$ cat config.mk
export PLATFORM = sky130hd
export DESIGN_NAME = whack_score_timer
export DESIGN_NICKNAME = d
export VERILOG_FILES = /design/src/rtl/whack_pkg.sv /design/src/rtl/sync_edge_det.sv /design/src/rtl/whack_score_timer.sv
export SDC_FILE = /design/constraint.sdc
export NUM_CORES = 1
export LEC_CHECK = 0
export BUFFER_PORTS_ARGS = -buffer_cell sky130_fd_sc_hd__buf_2
export CORE_MARGIN = 3
export CORE_UTILIZATION = 30
export DETAILED_ROUTE_END_ITERATION = 16
export MAX_ROUTING_LAYER = met4
export SETUP_SLACK_MARGIN = 0.2
export SLEW_MARGIN = 20
export SYNTH_ARGS = -nofsm -noshare
export SYNTH_HDL_FRONTEND = slang
export SYNTH_SLANG_ARGS = --single-unit
export TNS_END_PERCENT = 1
$ cat constraint.sdc
create_clock -name clk -period 2 [get_ports clk]
set_input_delay 0.3 -clock clk [delete_from_list [all_inputs] [get_ports clk]]
set_output_delay 0.3 -clock clk [all_outputs]
set_load 0.05 [all_outputs]
$ cat src/rtl/whack_pkg.sv
// Shared types and BCD digit arithmetic for the whack-a-mole score/timer block.
// Digit helpers return {carry_or_borrow, digit} so callers can chain digits.
package whack_pkg;

  typedef enum logic [1:0] {
    IDLE = 2'd0,
    RUN  = 2'd1,
    DONE = 2'd2
  } state_t;

  typedef logic [3:0] bcd_t;

  localparam logic [7:0] MAX_BCD_SCORE = 8'h99;

  function automatic logic [4:0] bcd_inc(input bcd_t d);
    logic [4:0] r;
    if (d >= 4'd9) begin
      r = {1'b1, 4'd0};
    end else begin
      r = {1'b0, d + 4'd1};
    end
    return r;
  endfunction

  function automatic logic [4:0] bcd_dec(input bcd_t d);
    logic [4:0] r;
    if (d == 4'd0) begin
      r = {1'b1, 4'd9};
    end else begin
      r = {1'b0, d - 4'd1};
    end
    return r;
  endfunction

endpackage

$ cat src/rtl/sync_edge_det.sv
// Two-flop synchroniser followed by a one-cycle pulse on entry to the active level.
// The pulse is combinational from the synchronised flops so the consumer acts on the 3rd edge.
module sync_edge_det #(
  parameter bit ACTIVE_LOW = 1'b0,
  parameter bit RST_VAL    = ACTIVE_LOW
) (
  input  logic clk,
  input  logic rst_n,
  input  logic async_in,
  output logic pulse
);

  logic sync_p0;
  logic sync_p1;
  logic hist_p2;

  always_ff @(posedge clk or negedge rst_n) begin
    if (!rst_n) begin
      sync_p0 <= RST_VAL;
      sync_p1 <= RST_VAL;
      hist_p2 <= RST_VAL;
    end else begin
      sync_p0 <= async_in;
      // stage p1: metastability settles here
      sync_p1 <= sync_p0;
      // stage p2: previous level for edge detection
      hist_p2 <= sync_p1;
    end
  end

  assign pulse = ACTIVE_LOW ? (~sync_p1 & hist_p2) : (sync_p1 & ~hist_p2);

endmodule

$ cat src/rtl/whack_score_timer.sv
// Game session controller: start arming, BCD seconds countdown and saturating BCD score.
// All outputs are registered and feed the 7-segment display driver.
module whack_score_timer #(
  parameter int TICK_DIV = 50_000_000,
  parameter int GAME_SEC = 30
) (
  input  logic       clk,
  input  logic       rst_n,
  input  logic       start_n,
  input  logic       add_point,
  output logic       working_sig,
  output logic [3:0] score_tens,
  output logic [3:0] score_ones,
  output logic [3:0] time_tens,
  output logic [3:0] time_ones,
  output logic       sec_tick,
  output logic       game_over
);

  import whack_pkg::*;

  localparam int              PRE_W     = (TICK_DIV > 1) ? $clog2(TICK_DIV) : 1;
  localparam logic [PRE_W-1:0] PRE_MAX  = PRE_W'(TICK_DIV - 1);
  localparam bcd_t            GAME_TENS = 4'(GAME_SEC / 10);
  localparam bcd_t            GAME_ONES = 4'(GAME_SEC % 10);

  if (TICK_DIV < 2) begin : g_bad_tick_div
    $error("whack_score_timer: TICK_DIV must be at least 2");
  end
  if (GAME_SEC < 1 || GAME_SEC > 99) begin : g_bad_game_sec
    $error("whack_score_timer: GAME_SEC must be within 1..99");
  end

  state_t           state;
  logic [PRE_W-1:0] prescaler;
  logic             start_evt;
  logic             hit_evt;

  sync_edge_det #(
    .ACTIVE_LOW (1'b1)
  ) u_start_sync (
    .clk      (clk),
    .rst_n    (rst_n),
    .async_in (start_n),
    .pulse    (start_evt)
  );

  sync_edge_det #(
    .ACTIVE_LOW (1'b0)
  ) u_hit_sync (
    .clk      (clk),
    .rst_n    (rst_n),
    .async_in (add_point),
    .pulse    (hit_evt)
  );

  logic [4:0] score_ones_inc;
  logic [4:0] score_tens_inc;
  logic [4:0] time_ones_dec;
  logic [4:0] time_tens_dec;
  logic       score_at_max;
  logic       last_sec;
  logic       pre_wrap;

  always_comb begin
    score_ones_inc = bcd_inc(score_ones);
    score_tens_inc = bcd_inc(score_tens);
    time_ones_dec  = bcd_dec(time_ones);
    time_tens_dec  = bcd_dec(time_tens);
    // both digits carrying out means the score already reads 99
    score_at_max   = score_ones_inc[4] & score_tens_inc[4];
    // a tens borrow means the tens digit is zero, so 01 is the last second
    last_sec       = time_tens_dec[4] & (time_ones == 4'd1);
    pre_wrap       = (prescaler == PRE_MAX);
  end

  always_ff @(posedge clk or negedge rst_n) begin
    if (!rst_n) begin
      state       <= IDLE;
      prescaler   <= '0;
      working_sig <= 1'b0;
      sec_tick    <= 1'b0;
      game_over   <= 1'b0;
      score_tens  <= 4'd0;
      score_ones  <= 4'd0;
      time_tens   <= 4'd0;
      time_ones   <= 4'd0;
    end else begin
      sec_tick  <= 1'b0;
      game_over <= 1'b0;
      case (state)
        IDLE, DONE: begin
          if (start_evt) begin
            state       <= RUN;
            working_sig <= 1'b1;
            prescaler   <= '0;
            score_tens  <= 4'd0;
            score_ones  <= 4'd0;
            time_tens   <= GAME_TENS;
            time_ones   <= GAME_ONES;
          end
        end
        RUN: begin
          if (hit_evt && !score_at_max) begin
            score_ones <= score_ones_inc[3:0];
            if (score_ones_inc[4]) begin
              score_tens <= score_tens_inc[3:0];
            end
          end
          if (pre_wrap) begin
            prescaler <= '0;
            sec_tick  <= 1'b1;
            time_ones <= time_ones_dec[3:0];
            if (time_ones_dec[4]) begin
              time_tens <= time_tens_dec[3:0];
            end
            if (last_sec) begin
              state       <= DONE;
              working_sig <= 1'b0;
              game_over   <= 1'b1;
            end
          end else begin
            prescaler <= prescaler + PRE_W'(1);
          end
        end
        default: begin
          state       <= IDLE;
          working_sig <= 1'b0;
        end
      endcase
    end
  end

endmodule

==> results.toml, run 1 <==
[logic_synthesis]
synth_ff_type = "dfrtp_1"
synth.yosys.seq_area_share_pct = 45.20
postSynthAreaPerCell_um2 = 9.617
synth_warnings = 0
synth_edf_count = 0
synth_area_mm2 = 0.002943
netlist_instances = 306
ys_types = 56
syn_nets = 320
synth_async_sr_flop_share_pct = 100.0
yosys_register_bits = 53

[clock_network]
clock-sinks = 53
cts_buffer_depth = 2
cts_root_buffer = "clkbuf_8"
clock_latency_ns = 0.31
cts_made_buffers = 5
clkSlewWorstSetupHoldPaths_ns = 0.11
htreeDepth = 2
cts_tree = "built"

[floorplanning]
die_x_um = 105.0
fp-row-count = 35
die-area_mm2 = 0.01103
ios = 23
core_area_mm2 = 0.009371
dieHeight_um = 105.0
initial_utilization_pct = 31.40

[pwr]
pwr-share-clk_pct = 25.8
p_seq_share_pct = 44.8
ir_worst_vdd_mv = 0.4678
p_sw_share_pct = 35.68
power.total_mw = 3.023
intPower_mw = 1.944
combPwrFrac_pct = 29.4
p_leak_nw = 1.645
p_switching_mw = 1.078
powerDensity_mw_per_mm2 = 825.4

[sta]
tightest_slew_ns = 0.4546
fin_skew_ns = 0.01549
tns_ns = 0
rsz0062_at_grt = "yes"
slew_viol_final = 0
setup_viol = 0
hold_viol = 0
fin_crit_ns = 1.840
relSlewSlack_pct = 69.69
fin_ws_ns = 0.1604
finalCritPeriodShare_pct = 91.98
fmax_mhz = 543.6

[layout]
multi_input_area_mm2 = 0.001590
final_core_util_pct = 39.08
seqCellArea_mm2 = 0.001338
diodes = 0
area_growth_pct = 24.45
final_cell_mix = "44 x dfrtp_1, 32 x buf_4, 27 x nand2_1, 27 x nor2_1, 23 x buf_2"
drive_above_1_share_pct = 30.39
final_nets = 375
fillCellCount = 944
final_common_cell = "dfrtp_1"

[drt]
wl_per_cell_um = 14.39
drtPass1Iterations = 4
wl_met3_um = 293
drtIter0Drc = 182
routed-wl-met2_um = 3355
vias = 2498
drc_errors = 0
wl_um = 7066
via_per_inst = 5.088
wl_met1_um = 3356
antenna_left = 0
routed.top_layer = "met4"

[placed_design]
portBuffers = 22
pre_cts_ws_ns = 0.1575
gp_congestion = 0.8876
hpwl_um = 5085

[worst_setup_path]
end_kind = "flop"
cp.required_ns = 2.19
crit_path_max_fanout = 4
criticalPathCategory = "reg2reg"
arrival_ns = 2.03
worstSetupStartpointType = "flop"

[global_routing]
overflow = 0
grt_pass1_wl_um = 11710
grt_max_degree = 37
grt.total_usage_pct = 13.22
grt_pass1_vias = 2403
antenna_found_initial = 0

[flow_run]
max_cap_violations = 0

[worst_hold_path]
worstHoldPathType = "in2reg"

[run_status]
status = "finished clean"
-- cell usage after synthesis (4+ instances only) --
library cell,count,area [um^2]
a21o_1,4,30.03
a21oi_1,19,95.09
and4_1,4,35.03
buf_2,5,25.02
dfrtp_1,50,1251
ha_1,10,125.1
inv_1,15,56.30
nand2_1,27,101.4
nand3_1,19,95.09
nand4_1,10,62.56
nor2_1,28,105.1
nor3_1,8,40.04
nor3_2,4,40.04
nor3b_1,4,30.03
o21ai_0,19,95.09
xnor2_1,4,35.03
xor2_1,11,96.34
-- cell type report --
cell class              count  share of cell area, %
repair buffers             58                  10.83
inverters                  15                  1.537
clock inverters             2                  1.025
multi-input cells         228                  43.42
flip-flops and latches     53                  36.52
clock buffers               6                  2.255
well taps                 129                  4.407
-- cell families (layout without fill, tap and decap cells) --
logic type	Yosys count	after routing	share of synthesized area (%)
multiplexers	5	5	1.786
AO/OA/AOI/OAI	62	62	12.76
XOR/XNOR	15	15	4.464
flip-flops	53	53	45.20
buffers and inverters	25	81	3.784
AND/OR/NAND/NOR	136	136	27.76
adder cells (fa/ha/maj)	10	10	4.252
-- critical path, stage by stage (launching register included) --
cell and delay, ns:
dfrtp_1 0.41, ha_2 0.21, and4_4 0.26, nand3_2 0.11, or3_4 0.46, nor4_4 0.22
nor3_1 0.07
-- final timing paths --
kind	from	endpoint	slack (ns)	cells after the start
worst max register to register	prescaler[1]$_DFFE_PN0P_	time_ones[0]$_DFFE_PN0P_	0.16	6
worst min register to register	u_hit_sync.sync_p0$_DFF_PN0_	u_hit_sync.sync_p1$_DFF_PN0_	0.34	0
min in group asynchronous	rst_n	time_tens[1]$_DFFE_PN0P_	0.45	2
worst min-delay path	start_n	u_start_sync.sync_p0$_DFF_PN1_	0.08	1
max in group asynchronous	rst_n	u_start_sync.hist_p2$_DFF_PN1_	0.94	3
worst max-delay path	prescaler[1]$_DFFE_PN0P_	time_ones[0]$_DFFE_PN0P_	0.16	6
-- layer usage --
layer | vias up | track usage [%]
met2 | 43 | 20.71
met5 | - | -
met3 | 7 | 1.977
met1 | 1240 | 18.03
met4 | 0 | 3.280
li1 | 1208 | -
-- through the flow --
step	area, um^2	hold WS, ns	instances
detailed placement	3402	0.2774	475
global placement	3402	0.2700	475
CTS	3540	0.06788	484
global route	3662	0.06612	491
floorplan	2963	0.004409	306
finish	3662	0.07899	491
-- power by group through the flow --
stage                     logic, mW  clock network, mW  registers [mW]
final                         0.888              0.780            1.35
after global routing          0.977              0.835            1.38
after CTS                     0.830              0.806            1.34
after detailed placement      0.823                  0            1.37
after global placement        0.798                  0            1.36
after floorplan               0.420                  0            1.51
-- timing repair --
action / in CTS / in global routing
setup buffers: 0 / 6
hold buffers: 1 / 0
pin swaps: 0 / 3
gates resized for setup: 1 / 18
endpoints found under the setup margin: 17 / 37
hold endpoints to repair: 17 / 0
cloned: 0 / 1
-- flip-flops by register name (all words and copies together), names as in the netlist --
| name | cells |
|---|---|
| game_over | 1 |
| prescaler | 26 |
| score_ones | 4 |
| score_tens | 4 |
| sec_tick | 1 |
| state | 2 |
| time_ones | 4 |
| time_tens | 4 |
| u_hit_sync.hist_p2 | 1 |
| u_hit_sync.sync_p0 | 1 |
| u_hit_sync.sync_p1 | 1 |
| u_start_sync.hist_p2 | 1 |
| u_start_sync.sync_p0 | 1 |
| u_start_sync.sync_p1 | 1 |
| working_sig | 1 |
Power figures use the tool's default switching activity.
==> run 2, diff against run 1 <==
- REMOVE_ABC_BUFFERS: default -> 1
- TNS_END_PERCENT: 1 -> 100
==> results.toml, run 2 (synthesized netlist as in run 1, its figures left out) <==
[clock_network]
cts_made_buffers = 5
cts_tree = "built"
clkSlewWorstSetupHoldPaths_ns = 0.10
cts_buffer_depth = 2
clock-sinks = 53
cts_root_buffer = "clkbuf_8"
clock_latency_ns = 0.31
htreeDepth = 2

[sta]
tightest_slew_ns = 0.5369
setup_viol = 0
fmax_mhz = 537.6
relSlewSlack_pct = 64.20
fin_crit_ns = 1.860
fin_skew_ns = 0.01076
finalCritPeriodShare_pct = 93.01
rsz0062_at_grt = "yes"
tns_ns = 0
hold_viol = 0
slew_viol_final = 0

[floorplanning]
dieHeight_um = 105.0
initial_utilization_pct = 31.40
die_x_um = 105.0
fp-row-count = 35
die-area_mm2 = 0.01103
core_area_mm2 = 0.009371
ios = 23

[worst_setup_path]
rrSetupSlack_ns = 0.14
cp.required_ns = 2.19
crit_end = "time_tens[1]$_DFFE_PN0P_"
end_kind = "flop"
cp-startpoint = "prescaler[7]$_DFFE_PN0P_"
worstSetupStartpointType = "flop"
crit_path_max_fanout = 3
criticalPathCategory = "reg2reg"
arrival_ns = 2.05
reg2reg_from = "prescaler[7]$_DFFE_PN0P_"
r2r_end = "time_tens[1]$_DFFE_PN0P_"
rr_worst_depth = 7

[worst_hold_path]
worstHoldPathType = "in2reg"

[layout]
final_core_util_pct = 40.79
diodes = 0
fillCellCount = 933
drive_above_1_share_pct = 35.15
stdcell_count = 496
largest_reg_flops = 26
final_nets = 380
final_cell_mix = "45 x dfrtp_1, 33 x buf_4, 28 x nor2_1"
top_register = "prescaler"
seqCellArea_mm2 = 0.001336
multi_input_area_mm2 = 0.001699
area_growth_pct = 29.89
final_common_cell = "dfrtp_1"

[flow_run]
max_cap_violations = 0

[drt]
drtPass1Iterations = 5
drc_errors = 0
via_per_inst = 5.188
drtIter0Drc = 161
antenna_left = 0
vias = 2573
wl_um = 7549
wl_per_cell_um = 15.22

[pwr]
ir_worst_vdd_mv = 0.3797
p_leak_nw = 1.708
powerDensity_mw_per_mm2 = 811.5
power.total_mw = 3.102

[global_routing]
antenna_found_initial = 0
overflow = 0
grt_max_degree = 33
grt_pass1_wl_um = 12190
grt.total_usage_pct = 13.71
grt_pass1_vias = 2476

[placed_design]
dpl.cell_count = 469
hpwl_um = 5059
portBuffers = 22
gp_congestion = 0.8809

[run_status]
status = "finished clean"
-- run 2: cell type report --
cell class                 count  share of cell area, %
clock buffer                   6                  2.160
clock inverter                 2                 0.9820
inverter                      15                  1.473
multi-input combinational    228                  44.45
sequential                    53                  34.96
tap                          129                  4.223
timing repair buffer          63                  11.75
-- run 2: worst min-delay path by stage --
stage / slack [ns] / endpoint / cells past startpoint / startpoint
final: 0.09 / u_start_sync.sync_p0$_DFF_PN1_ / 1 / start_n
after floorplan: 0.004 / game_over$_DFF_PN0_ / 0 / rst_n
after CTS: 0.08 / u_start_sync.sync_p0$_DFF_PN1_ / 1 / start_n
after detailed placement: 0.32 / sec_tick$_DFF_PN0_ / 1 / rst_n
after global placement: 0.30 / time_ones[0]$_DFFE_PN0P_ / 1 / rst_n
after global routing: 0.07 / u_start_sync.sync_p0$_DFF_PN1_ / 1 / start_n
-- run 2: timing repair --
action | in CTS | in global routing
gates cloned | 0 | 2
setup buffers | 7 | 9
resized for setup | 18 | 42
pin swaps | 7 | 18
endpoints found under the hold margin | 18 | 0
endpoints found under the setup margin | 27 | 36
hold buffers | 1 | 0
-- run 2: stage by stage --
step	instance area, um^2	setup slack, ns	hold slack (ns)
finish	3822	0.1397	0.09020
global route	3822	0.05367	0.07457
CTS	3587	0.1872	0.08464
detailed placement	3337	0.1051	0.3160
global placement	3337	0.1484	0.3041
floorplan	2888	-0.09266	0.004409
-- run 2: routing by layer --
layer	wire, um	up-vias	track usage (%)
met1	3443	1276	18.16
met5	0	-	-
met3	410	7	2.841
met2	3634	69	21.49
met4	61	0	3.468
li1	-	1221	-
-- run 2: report_power, final --
part / internal, mW / switching, mW
combinational: 0.397 / 0.606
sequential: 1.19 / 0.142
clock: 0.408 / 0.360
-- run 2: worst max-delay path: stages (launching register included) --
cell and delay, ns:
dfrtp_2 0.44, nor4b_4 0.36, nand3_2 0.15, buf_6 0.14, nor3_4 0.24, buf_6 0.14, mux2i_1 0.19, a21oi_1 0.08
==> run 3, diff against run 2 <==
- ABC_AREA: default -> 1
- clock period: 2 -> 1.6 ns (I/O delays scaled with it)
==> results.toml, run 3 <==
[run_status]
status = "finished clean"

[logic_synthesis]
netlist_instances = 425
synth_ff_type = "dfrtp_1"
synth_async_sr_flop_share_pct = 100.0
synth_edf_count = 0
synthTopCellsByCount = "136 x nand2_1, 60 x nor2_1, 50 x dfrtp_1"
synth_area_leaders = "dfrtp_1 40%, nand2_1 16%, nor2_1 7.2%"
yosys_register_bits = 53
synth_area_mm2 = 0.003133
synth_warnings = 0
netlist.area_leader.share_pct = 39.94
ys_types = 34
yosysMostFrequentCell = "nand2_1"
yosysTopAreaCell = "dfrtp_1"
synth.yosys.seq_area_share_pct = 42.45
postSynthAreaPerCell_um2 = 7.372

[floorplanning]
fp-row-count = 36
core_area_mm2 = 0.009955
initial_utilization_pct = 31.47
dieHeight_um = 108.2
ios = 23
die_x_um = 108.2
die-area_mm2 = 0.01171

[clock_network]
clock-sinks = 53
clkSlewWorstSetupHoldPaths_ns = 0.09
clock_latency_ns = 0.31
cts_buffer_depth = 2
cts_tree = "built"
cts_root_buffer = "clkbuf_8"
cts_made_buffers = 5
htreeDepth = 2

[drt]
drc_errors = 0
drtPass1Iterations = 5
antenna_left = 0
wl_um = 7907
via_per_inst = 4.742
wl_per_cell_um = 12.53
drtIter0Drc = 159
vias = 2992

[placed_design]
pre_cts_ws_ns = -0.03533
hpwl_um = 5455
portBuffers = 22
gp_congestion = 0.8953

[layout]
seqCellArea_mm2 = 0.001334
fillCellCount = 960
top_register = "prescaler"
area_growth_pct = 33.19
final_common_cell = "nand2_1"
largest_reg_flops = 26
drive_above_1_share_pct = 30.12
final_nets = 511
final_cell_mix = "124 x nand2_1, 50 x nor2_1, 47 x dfrtp_1"
multi_input_area_mm2 = 0.001833
diodes = 0

[worst_setup_path]
arrival_ns = 1.70
end_kind = "flop"
criticalPathCategory = "reg2reg"
cp.required_ns = 1.81
worstSetupStartpointType = "flop"
crit_path_max_fanout = 5

[flow_run]
max_cap_violations = 0

[sta]
holdWs_ns = 0.02698
rsz0062_at_grt = "yes"
fin_skew_ns = 0.01106
setup_viol = 0
hold_viol = 0
fmax_mhz = 673.0
slew_viol_final = 0
relSlewSlack_pct = 68.88
fin_ws_ns = 0.1142
finalCritPeriodShare_pct = 92.86
tightest_slew_ns = 0.4668
fin_crit_ns = 1.486

[global_routing]
grt.total_usage_pct = 14.11
overflow = 0
grt_use_met1_pct = 18.54
grt.met3_usage_pct = 2.746
grt_pass1_vias = 2770
top_usage_layer = "met2"
grt_pass1_wl_um = 12930
grt_max_degree = 22
antenna_found_initial = 0
use_met2_pct = 22.60

[pwr]
p_leak_nw = 1.987
powerDensity_mw_per_mm2 = 1436
ir_worst_vdd_mv = 0.9336

[worst_hold_path]
worstHoldPathType = "in2reg"
-- run 3: changes by cell type after synthesis, moves of 4 or more --
cell	before	now
nand2_1	27	136
inv_1	15	43
a21oi_1	19	6
o21ai_0	19	10
nand3_1	19	37
a21o_1	4	0
nor2_1	28	60
and4_1	4	0
-- run 3: per-layer routing --
metal  share of wire, %  routed length [um]
met5                  0                   0
met2                 48                3772
met1                 46                3658
met3                4.8                 378
met4                1.2                  98
-- run 3: path summary, 6_finish.rpt --
check	slack, ns	start	depth (start not counted)	to
setup / recovery	0.11	score_ones[0]$_DFFE_PN0P_	9	score_tens[0]$_DFFE_PN0P_
hold reg to reg	0.36	u_start_sync.sync_p0$_DFF_PN1_	0	u_start_sync.sync_p1$_DFF_PN1_
min in group asynchronous	0.40	rst_n	2	prescaler[14]$_DFFE_PN0P_
setup reg to reg	0.11	score_ones[0]$_DFFE_PN0P_	9	score_tens[0]$_DFFE_PN0P_
max in group asynchronous	0.65	rst_n	3	u_start_sync.sync_p0$_DFF_PN1_
hold / removal	0.03	start_n	1	u_start_sync.sync_p0$_DFF_PN1_
-- run 3: final cells by class --
class                           count  share of cell area, %
Multi-Input combinational cell    320                  43.93
Sequential cell                    53                  31.96
Tap cell                          133                  3.988
Timing Repair Buffer               73                  14.15
Clock buffer                        7                  1.829
Clock inverter                      1                 0.1199
Inverter                           44                  4.018
-- run 3: through the flow --
stage               cells  cell area [um^2]  total power, mW  util [%]  setup TNS (ns)
finish                631              4173            5.994     41.92               0
global route          631              4173            6.409     41.92               0
CTS                   615              3866            5.584     38.84               0
detailed placement    596              3572            4.487     35.88         -0.1831
global placement      596              3572            4.448     35.88               0
floorplan             416              3070            3.557         -          -7.820
-- run 3: repair_timing --
action,4_1_cts,5_1_grt
setup buffers,9,15
setup endpoints to repair,42,48
resized for setup,31,59
hold buffers,1,0
pin swaps,6,22
gates cloned,1,1
endpoints found under the hold margin,16,0
-- run 3: kinds of logic after synthesis --
family                     synth area share [%]
and+or+nand+nor                           37.82
AOI/OAI and AO/OA                         4.553
buffers and inverters                     7.268
xor gates and xnor gates                  3.914
adders and majority gates                 3.994
DFF                                       42.45
-- run 3: power breakdown --
part / total [mW] / leakage (nW) / internal, mW / switching, mW
logic: 3.38 / 1.25 / 1.32 / 2.06
clock network: 0.743 / 0.0422 / 0.308 / 0.435
registers: 1.87 / 0.694 / 1.60 / 0.272
total: 5.99 / 1.99 / 3.23 / 2.77
-- run 3: critical path: stages (launching register included) --
cell and delay [ns]:
dfrtp_2 0.42, inv_2 0.07, ha_4 0.17, a31oi_4 0.19, nand2_1 0.09, nand2_2 0.13, nand2_4 0.08, buf_6 0.13
nand3_2 0.05, nand2_1 0.05
